## src/rtl/fifo_ctrl_param_if.sv

```systemverilog
// fifo_ctrl_param_if: request/status bundle between board inputs and the FIFO.
// master drives enables, write data and clear_err; slave returns data, flags, count, errors.
interface fifo_ctrl_param_if #(
  parameter int DATA_W = 8,
  parameter int DEPTH  = 16
);
  localparam int ADDR_W = $clog2(DEPTH);

  logic              enable_read;
  logic              enable_write;
  logic [DATA_W-1:0] value_to_write;
  logic              clear_err;
  logic [DATA_W-1:0] value_to_read;
  logic              read_valid;
  logic              full;
  logic              empty;
  logic              almost_full;
  logic              almost_empty;
  logic [ADDR_W:0]   count;
  logic              overflow;
  logic              underflow;

  modport master (
    output enable_read,
    output enable_write,
    output value_to_write,
    output clear_err,
    input  value_to_read,
    input  read_valid,
    input  full,
    input  empty,
    input  almost_full,
    input  almost_empty,
    input  count,
    input  overflow,
    input  underflow
  );

  modport slave (
    input  enable_read,
    input  enable_write,
    input  value_to_write,
    input  clear_err,
    output value_to_read,
    output read_valid,
    output full,
    output empty,
    output almost_full,
    output almost_empty,
    output count,
    output overflow,
    output underflow
  );
endinterface

```

## src/rtl/fifo_ctrl_param.sv

```systemverilog
// fifo_ctrl_param: synchroniser + strobe gen + circular FIFO with flags and sticky errors.
// Ports: clk, rst (async active-low), bus (slave: enables/data in, data/flags/count/errors out).
module fifo_ctrl_param #(
  parameter int DATA_W      = 8,
  parameter int DEPTH       = 16,
  parameter int SYNC_STAGES = 2,
  parameter int EDGE_MODE   = 1,
  parameter int AFULL_TH    = DEPTH - 1,
  parameter int AEMPTY_TH   = 1
) (
  input logic              clk,
  input logic              rst,
  fifo_ctrl_param_if.slave bus
);

  localparam int ADDR_W = $clog2(DEPTH);
  localparam logic [ADDR_W:0] AF_TH =
    (ADDR_W+1)'(AFULL_TH);
  localparam logic [ADDR_W:0] AE_TH =
    (ADDR_W+1)'(AEMPTY_TH);
  localparam logic [ADDR_W:0] FULL_CNT =
    (ADDR_W+1)'(DEPTH);
  localparam logic EDGE_SEL = (EDGE_MODE != 0);

  logic [SYNC_STAGES-1:0] rd_sync;
  logic [SYNC_STAGES-1:0] wr_sync;
  logic [SYNC_STAGES-1:0] primed;
  logic [SYNC_STAGES-1:0][DATA_W-1:0] dat_sync;

  logic              rd_lvl;
  logic              wr_lvl;
  logic [DATA_W-1:0] wdata;
  logic              rd_hist;
  logic              wr_hist;
  logic              rd_stb;
  logic              wr_stb;

  logic [DATA_W-1:0] mem [DEPTH];
  logic [ADDR_W-1:0] wptr;
  logic [ADDR_W-1:0] rptr;
  logic [ADDR_W:0]   count_q;
  logic [ADDR_W:0]   count_nxt;
  logic              full_q;
  logic              empty_q;
  logic              afull_q;
  logic              aempty_q;
  logic [DATA_W-1:0] rdata_q;
  logic              rvalid_q;
  logic              ovf_q;
  logic              unf_q;

  logic do_rd;
  logic do_wr;
  logic ovf_set;
  logic unf_set;

  always_ff @(posedge clk or negedge rst) begin
    if (!rst) begin
      rd_sync  <= '0;
      wr_sync  <= '0;
      primed   <= '0;
      dat_sync <= '0;
    end else begin
      rd_sync  <= {rd_sync[SYNC_STAGES-2:0],
                   bus.enable_read};
      wr_sync  <= {wr_sync[SYNC_STAGES-2:0],
                   bus.enable_write};
      primed   <= {primed[SYNC_STAGES-2:0], 1'b1};
      dat_sync <= {dat_sync[SYNC_STAGES-2:0],
                   bus.value_to_write};
    end
  end

  assign rd_lvl = rd_sync[SYNC_STAGES-1];
  assign wr_lvl = wr_sync[SYNC_STAGES-1];
  assign wdata  = dat_sync[SYNC_STAGES-1];

  // History holds its reset value of 1 until the sync chain is
  // flushed of reset zeros, so an enable that is already high
  // when reset releases never looks like a rising edge.
  always_ff @(posedge clk or negedge rst) begin
    if (!rst) begin
      rd_hist <= 1'b1;
      wr_hist <= 1'b1;
    end else if (primed[SYNC_STAGES-1]) begin
      rd_hist <= rd_lvl;
      wr_hist <= wr_lvl;
    end
  end

  assign rd_stb = rd_lvl & (~EDGE_SEL | ~rd_hist);
  assign wr_stb = wr_lvl & (~EDGE_SEL | ~wr_hist);

  // A read on a full FIFO frees the slot the write reuses;
  // a read on an empty FIFO never falls through to the write.
  always_comb begin
    do_rd     = rd_stb & ~empty_q;
    do_wr     = wr_stb & (~full_q | do_rd);
    ovf_set   = wr_stb & ~do_wr;
    unf_set   = rd_stb & empty_q;
    count_nxt = count_q;
    unique case (1'b1)
      do_wr & ~do_rd: count_nxt = count_q + 1'b1;
      do_rd & ~do_wr: count_nxt = count_q - 1'b1;
      default:        count_nxt = count_q;
    endcase
  end

  always_ff @(posedge clk) begin
    if (do_wr) begin
      mem[wptr] <= wdata;
    end
  end

  always_ff @(posedge clk or negedge rst) begin
    if (!rst) begin
      wptr     <= '0;
      rptr     <= '0;
      count_q  <= '0;
      full_q   <= 1'b0;
      empty_q  <= 1'b1;
      afull_q  <= 1'b0;
      aempty_q <= 1'b1;
      rdata_q  <= '0;
      rvalid_q <= 1'b0;
    end else begin
      if (do_wr) begin
        wptr <= wptr + 1'b1;
      end
      if (do_rd) begin
        rptr    <= rptr + 1'b1;
        rdata_q <= mem[rptr];
      end
      rvalid_q <= do_rd;
      count_q  <= count_nxt;
      full_q   <= (count_nxt == FULL_CNT);
      empty_q  <= (count_nxt == '0);
      afull_q  <= (count_nxt >= AF_TH);
      aempty_q <= (count_nxt <= AE_TH);
    end
  end

  // A fresh error wins over a clear in the same cycle.
  always_ff @(posedge clk or negedge rst) begin
    if (!rst) begin
      ovf_q <= 1'b0;
      unf_q <= 1'b0;
    end else begin
      if (ovf_set) begin
        ovf_q <= 1'b1;
      end else if (bus.clear_err) begin
        ovf_q <= 1'b0;
      end
      if (unf_set) begin
        unf_q <= 1'b1;
      end else if (bus.clear_err) begin
        unf_q <= 1'b0;
      end
    end
  end

  assign bus.value_to_read = rdata_q;
  assign bus.read_valid    = rvalid_q;
  assign bus.full          = full_q;
  assign bus.empty         = empty_q;
  assign bus.almost_full   = afull_q;
  assign bus.almost_empty  = aempty_q;
  assign bus.count         = count_q;
  assign bus.overflow      = ovf_q;
  assign bus.underflow     = unf_q;

endmodule

```

## src/flat_wrapper.sv

```systemverilog
// flat-port wrapper written by rule: the top's interface ports become plain ports
module fifo_ctrl_param_flat 
#(
  parameter int DATA_W      = 8,
  parameter int DEPTH       = 16,
  parameter int SYNC_STAGES = 2,
  parameter int EDGE_MODE   = 1,
  parameter int AFULL_TH    = DEPTH - 1,
  parameter int AEMPTY_TH   = 1
)
  (clk, rst, bus_enable_read, bus_enable_write, bus_value_to_write, bus_clear_err, bus_value_to_read, bus_read_valid, bus_full, bus_empty, bus_almost_full, bus_almost_empty, bus_count, bus_overflow, bus_underflow);
  fifo_ctrl_param_if #(.DATA_W(DATA_W), .DEPTH(DEPTH)) bus_i ();
  input logic clk;
  input logic rst;
  input wire logic [$bits(bus_i.enable_read)-1:0] bus_enable_read;
  input wire logic [$bits(bus_i.enable_write)-1:0] bus_enable_write;
  input wire logic [$bits(bus_i.value_to_write)-1:0] bus_value_to_write;
  input wire logic [$bits(bus_i.clear_err)-1:0] bus_clear_err;
  output wire logic [$bits(bus_i.value_to_read)-1:0] bus_value_to_read;
  output wire logic [$bits(bus_i.read_valid)-1:0] bus_read_valid;
  output wire logic [$bits(bus_i.full)-1:0] bus_full;
  output wire logic [$bits(bus_i.empty)-1:0] bus_empty;
  output wire logic [$bits(bus_i.almost_full)-1:0] bus_almost_full;
  output wire logic [$bits(bus_i.almost_empty)-1:0] bus_almost_empty;
  output wire logic [$bits(bus_i.count)-1:0] bus_count;
  output wire logic [$bits(bus_i.overflow)-1:0] bus_overflow;
  output wire logic [$bits(bus_i.underflow)-1:0] bus_underflow;
  assign bus_i.enable_read = bus_enable_read;
  assign bus_i.enable_write = bus_enable_write;
  assign bus_i.value_to_write = bus_value_to_write;
  assign bus_i.clear_err = bus_clear_err;
  assign bus_value_to_read = bus_i.value_to_read;
  assign bus_read_valid = bus_i.read_valid;
  assign bus_full = bus_i.full;
  assign bus_empty = bus_i.empty;
  assign bus_almost_full = bus_i.almost_full;
  assign bus_almost_empty = bus_i.almost_empty;
  assign bus_count = bus_i.count;
  assign bus_overflow = bus_i.overflow;
  assign bus_underflow = bus_i.underflow;
  fifo_ctrl_param #(.DATA_W(DATA_W), .DEPTH(DEPTH), .SYNC_STAGES(SYNC_STAGES), .EDGE_MODE(EDGE_MODE), .AFULL_TH(AFULL_TH), .AEMPTY_TH(AEMPTY_TH)) u_core (.clk(clk), .rst(rst), .bus(bus_i));
endmodule
```

## config.mk

```make
export PLATFORM = sky130hd
export DESIGN_NAME = fifo_ctrl_param_flat
export DESIGN_NICKNAME = d
export VERILOG_FILES = /design/src/rtl/fifo_ctrl_param_if.sv /design/src/rtl/fifo_ctrl_param.sv /design/src/flat_wrapper.sv
export SDC_FILE = /design/constraint.sdc
export NUM_CORES = 1
export LEC_CHECK = 0
export CORE_MARGIN = 5
export CORE_UTILIZATION = 59
export DETAILED_ROUTE_END_ITERATION = 7
export PLACE_DENSITY = 0.78
export SYNTH_ARGS = -nofsm -noshare
export SYNTH_HDL_FRONTEND = slang
export SYNTH_SLANG_ARGS = --single-unit
```

## constraint.sdc

```tcl
create_clock -name clk -period 3.5 [get_ports clk]
set_input_delay 0.35 -clock clk [delete_from_list [all_inputs] [get_ports clk]]
set_output_delay 0.35 -clock clk [all_outputs]
set_load 0.01 [all_outputs]
```

# Word level (Yosys, flattened, before mapping)
# Memories as Yosys holds them, arrays and structs flattened. A register that Yosys moved wholly into a read port is not among the register bits.
# Index checks and enable logic that the tools add are counted.
# word_totals
in_bits,13
out_inout_bits,20
latch_bits,0
romBits,0
memories,1
ramBits,128
reg_bits,44
# classes
div,0
shift,0
order_cmp,2
add_sub_neg,4
muxes,6
n_reduce_logical,4
eq_ne,1
n_bitwise,15
n_mul,0
# memory_table
memory,words,width,rd,rd_clocked_by_memory_dff,wr,line,text
u_core.mem,16,8,1,1,1,fifo_ctrl_param.sv:38,logic [DATA_W-1:0] mem [DEPTH];
# op_table
operator,n
case mux 5 bit (2 select lines),1
"adder 4 x 1 -> 4 bit, second input constant",2
AND 1 bit,8
NOT 1 bit,6
"adder 5 x 1 -> 5 bit, second input constant",1
"== test 5 bit, second input constant",1
"greater-or-equal comparator 5 x 4 -> 1 bit, second input constant",1
"<= comparator 5 x 1 -> 1 bit, second input constant",1
logical NOT 5 bit,1
two-way mux 1 bit,5
"subtractor 5 x 1 -> 5 bit, second input constant",1
nonzero test 2 bit,2
logical NOT 1 bit,1
OR 1 bit,1

# Longest topological paths before layout
# logic_depth
ltp_word,9
ltp_mapped,12
depth_no_buf,11

# Worst setup path before layout
# No wires, ideal clock.
# synth_path
path_type,register to register
from,"register u_core.empty_q, in the netlist u_core.bus.empty"
to,"register u_core.aempty_q, in the netlist u_core.bus.almost_empty"
setup_time_ps,96
required_time_ps,3404
period_less_slack_ps,2992
arrival_ps,2896
slack_ps,508
path_stages_with_launch,13
cell_sequence,dfstp_2 > or3b_2 > a21oi_2 > inv_1 > ha_1 > buf_2 > xor2_1 > ha_1 > o211a_1 > nor3_1 > a2111oi_2 > xor2_1 > nor4_1
# synth_between
elab_chain_len,8
# synth_rtl
element,line,text
from (decl),fifo_ctrl_param.sv:44,logic empty_q;
from (signal assigned),fifo_ctrl_param.sv:137,empty_q <= (count_nxt == '0);
NOT 1 bit (*),fifo_ctrl_param.sv:97,do_rd = rd_stb & ~empty_q;
AND 1 bit (*),fifo_ctrl_param.sv:97,
OR 1 bit,fifo_ctrl_param.sv:98,do_wr = wr_stb & (~full_q | do_rd);
AND 1 bit,fifo_ctrl_param.sv:98,
NOT 1 bit,fifo_ctrl_param.sv:104,do_rd & ~do_wr: count_nxt = count_q - 1'b1;
AND 1 bit,fifo_ctrl_param.sv:104,
case mux 5 bit (2 select lines) (*),fifo_ctrl_param.sv:102,unique case (1'b1)
named net u_core.count_nxt[4],fifo_ctrl_param.sv:42,logic [ADDR_W:0] count_nxt;
<= comparator 5 x 1 -> 1 bit (*),fifo_ctrl_param.sv:139,aempty_q <= (count_nxt <= AE_TH);
to (signal assigned),fifo_ctrl_param.sv:139,
to (decl),fifo_ctrl_param.sv:46,logic aempty_q;
# Mark *: on every way through the listed nets, which the timed path passes. The rest lies on a longest branch.
# A chain may end at the register's enable or synchronous reset.

# Final worst setup path
# layout_path
from,"register u_core.empty_q, in the netlist u_core.bus.empty"
to,"register u_core.full_q, in the netlist u_core.bus.full"
# layout_between
elab_chain_len,8
# layout_rtl
element,line,text
NOT 1 bit (*),fifo_ctrl_param.sv:97,
AND 1 bit (*),fifo_ctrl_param.sv:97,
named net u_core.do_rd,fifo_ctrl_param.sv:52,logic do_rd;
OR 1 bit,fifo_ctrl_param.sv:98,
AND 1 bit,fifo_ctrl_param.sv:98,
NOT 1 bit,fifo_ctrl_param.sv:104,
AND 1 bit,fifo_ctrl_param.sv:104,
case mux 5 bit (2 select lines) (*),fifo_ctrl_param.sv:102,
named net u_core.count_nxt[4],fifo_ctrl_param.sv:42,
== test 5 bit (*),fifo_ctrl_param.sv:136,full_q <= (count_nxt == FULL_CNT);
to (signal assigned),fifo_ctrl_param.sv:136,
to (decl),fifo_ctrl_param.sv:43,logic full_q;
# Marks and branches as above.

==> run metrics <==
I/O pin count=33; largest family of logic cells by synthesized area=multiplexers; most numerous cell on the critical path=xor2_1; Max-Cap Viols=0; #FFs+latches synth=180; worst path required time=~3.8 ns; critical path cell sequence=or3b_2, buf_4, inv_1, ha_2, xor2_1, ha_1, nand2b_1, a21oi_1, a2111oi_2, xor2_1, nor2b_1; HP Class=in2async; I/O Buffers=32; layout net count=423; worst-path fanout max=20; Die Wd=119 µm; syn nets=about 380; CP max-delay cell=or3b_2; layout cell share with drive strength beyond 1=0.176; Initial Utilization=0.605; CTS root buf=clkbuf_16; Core Util, Final=0.696; crit path DAT=3.45 ns; overall die height=119 µm; met2 Track Usage GR=0.301; RSZ-0062 raised after global routing=no; Cells after Synth=approximately 360; Synth Cell Area=0.00697 mm²; Final min period=3.11 ns; endpoints failing setup=0; dominant synthesized flop cell=edfxtp_1; Via density=~6; CTS clk-pin slew, worst paths=0.06 ns; Yosys cell types=43; Worst Setup Start Kind=register; slew at the pin closest to its max-slew limit=0.968 ns; maximum VDD drop=0.480 mV; adder-cell share of the synthesized area=0.0162; post-place instance area=between 0.007 and 0.008 mm²; skew final=0.0158 ns; design area=0.00802 mm²; global-route wire length before repair=19.8 mm; Worst path max stage delay=0.48 ns; met1 Use GR=0.258; initial antenna violation count=0; detailed placer's ending HPWL=7.97 mm; FFs w/ async S/R, synth=0.289; DRC violations left=0; Hold Fails Final Rpt=1; gr ovfl total=0; fin crit share=0.888; register area share after synthesis=0.739; M3 GR Usage=0.0592; setup TNS=0 ns; status=finished with violations; DRT Pass-1 Iters=4; clock sinks=180; largest net degree at the start of global routing=36; clock latency on the worst-skew pair=between 0.4 and 0.5 ns; Routed WL per cell=between 20 and 25 µm; Crit. End Element=register; GRT Util Overall=0.192; gpl congestion=about 0.76; Warnings, synthesis=0; Post-DRT Antenna Nets=0; compound-gate portion of the synthesized area=0.0242; Post-synth EDFFs=128; failing checks=negative hold slack; multiplexer share of the synthesized area=0.143; TritonCTS clock tree=built; Post-Route WL=12.3 mm; Mean Syn Cell Area=19.4 µm²; busiest grt layer=met2; diode count=0; vias in the first global route=3,512; cts bufs inserted=17; die area=0.0141 mm²; slew margin rel.=0.354; 1st-iter DRT viols=331; Final Max Tran Viols=0; H-tree Lvls=4; Max clock buf depth=2; Design Power=around 6.1 mW; xor and xnor area share after synthesis=0.0138; Std-Cell Rows=39; fmax=0.322 GHz; final hold slack=-0.00749 ns; core area=0.0115 mm²; post-synthesis simple-gate area fraction=0.0440; critical path class=reg2reg; Setup Fix Bufs, Post-CTS=0; Area Overhead vs Synth=15.0%; via count=3,330; Pwr Density=766 mW/mm²; Static Leakage=about 2.9 nW
cell families after synthesis:
| family | after synthesis |
|---|---|
| xor+xnor | 11 |
| flops | 180 |
| fa+ha+maj | 9 |
| mux | 52 |
| simple gates | 60 |
| buf+inv | 26 |
| compound gates | 20 |
| other cells | 1 |
flip-flops by register name, indices dropped and copies added (netlist names), 4 cells and up:
signal                    count
u_core.wptr                   4
u_core.wdata                  8
u_core.dat_sync               8
u_core.bus.value_to_read      8
u_core.bus.count              5
u_core.rptr                   4
u_core.mem                  128
cell usage after synthesis (3+ instances only):
| cell | number | area, µm² |
|---|---|---|
| mux2i_1 | 10 | 100 |
| mux4_1 | 17 | 447 |
| nand2b_1 | 4 | 25.0 |
| nor2_1 | 14 | 52.6 |
| dfstp_2 | 4 | 105 |
| clkbuf_1 | 7 | 26.3 |
| inv_1 | 8 | 30.0 |
| nand4_1 | 3 | 18.8 |
| xor2_1 | 3 | 26.3 |
| o21ai_0 | 4 | 20.0 |
| nor3_1 | 13 | 65.1 |
| mux4_2 | 15 | 338 |
| dfrtp_1 | 48 | 1200 |
| mux2_2 | 10 | 113 |
| nand2_1 | 14 | 52.6 |
| edfxtp_1 | 128 | 3840 |
| xnor2_1 | 8 | 70.1 |
| ha_1 | 9 | 113 |
| buf_1 | 6 | 22.5 |
| a221o_1 | 8 | 80.1 |
worst paths after layout:
kind / from / endpoint / slack, ns / cells past startpoint
max: u_core.bus.empty / u_core.bus.full / 0.39 / 11
min: rst / u_core.dat_sync[6] / -0.007 / 1
max reg2reg: u_core.bus.empty / u_core.bus.full / 0.39 / 11
min reg2reg: u_core.primed[0] / u_core.primed[1] / 0.35 / 0
max in group asynchronous: rst / u_core.bus.almost_empty / 2.68 / 2
min in group clk: u_core.primed[0] / u_core.primed[1] / 0.35 / 0
layout make-up:
type	count	area, µm²
Tap cell	143	179
Clock inverter	9	95.1
Clock buffer	23	490
Timing Repair Buffer	41	383
Sequential cell	180	5150
Inverter	8	30.0
Multi-Input combinational cell	153	1690
Fill cell	717	3500
metal layers:
| metal | wire length (µm) | share of wire | up-vias |
|---|---|---|---|
| met5 | 0 | 0 | - |
| met1 | 5210 | 0.43 | 1722 |
| met3 | 579 | 0.047 | 10 |
| met2 | 6320 | 0.52 | 88 |
| li1 | - | - | 1510 |
| met4 | 141 | 0.012 | 0 |
stage by stage:
stage / setup slack [ns] / std cells
final: 0.393 / 557
after global routing: 0.0747 / 557
after CTS: 0.310 / 557
after detailed placement: 0.339 / 525
after global placement: 0.498 / 525
after floorplan: 0.508 / 359
cell usage in the layout (no fill, tap or decap), types with 2 or more instances in the layout:
| master | n |
|---|---|
| mux2i_1 | 10 |
| ha_1 | 8 |
| edfxtp_1 | 128 |
| nand2b_1 | 4 |
| xnor2_1 | 8 |
| a21oi_1 | 2 |
| a221o_1 | 8 |
| clkdlybuf4s50_1 | 31 |
| o21ai_0 | 4 |
| nand4_1 | 3 |
| nor2b_1 | 2 |
| mux4_1 | 17 |
| clkbuf_16 | 19 |
| nor3_1 | 13 |
| clkinv_4 | 3 |
| xor2_1 | 3 |
| inv_1 | 8 |
| dfstp_2 | 4 |
| mux2_2 | 10 |
| buf_4 | 9 |
| mux4_2 | 15 |
| dfrtp_2 | 2 |
| nand2_1 | 14 |
| dfrtp_1 | 46 |
| clkinvlp_4 | 4 |
| nor2_1 | 14 |
| clkbuf_1 | 4 |
worst max-delay path, delay by kind of cell, from the launching register on:
family / cells / cell delay [ns]
and+or+nand+nor: 3 / 0.80
adders and majority gates: 2 / 0.56
xor gates and xnor gates: 2 / 0.46
buffers and inverters: 2 / 0.43
AOI/OAI and AO/OA: 2 / 0.41
DFF: 1 / 0.37
timing repair:
item	4_1_cts	5_1_grt
gates resized for setup	0	1
hold buffers	0	0
setup endpoints to repair	0	2
report_power, final:
group          leakage, nW  internal (mW)  switching (mW)
Combinational        0.809          0.817           0.587
Clock                0.270           1.07           0.757
Sequential            1.77           2.53           0.376
No activity file was read; power rests on OpenSTA's default activity.
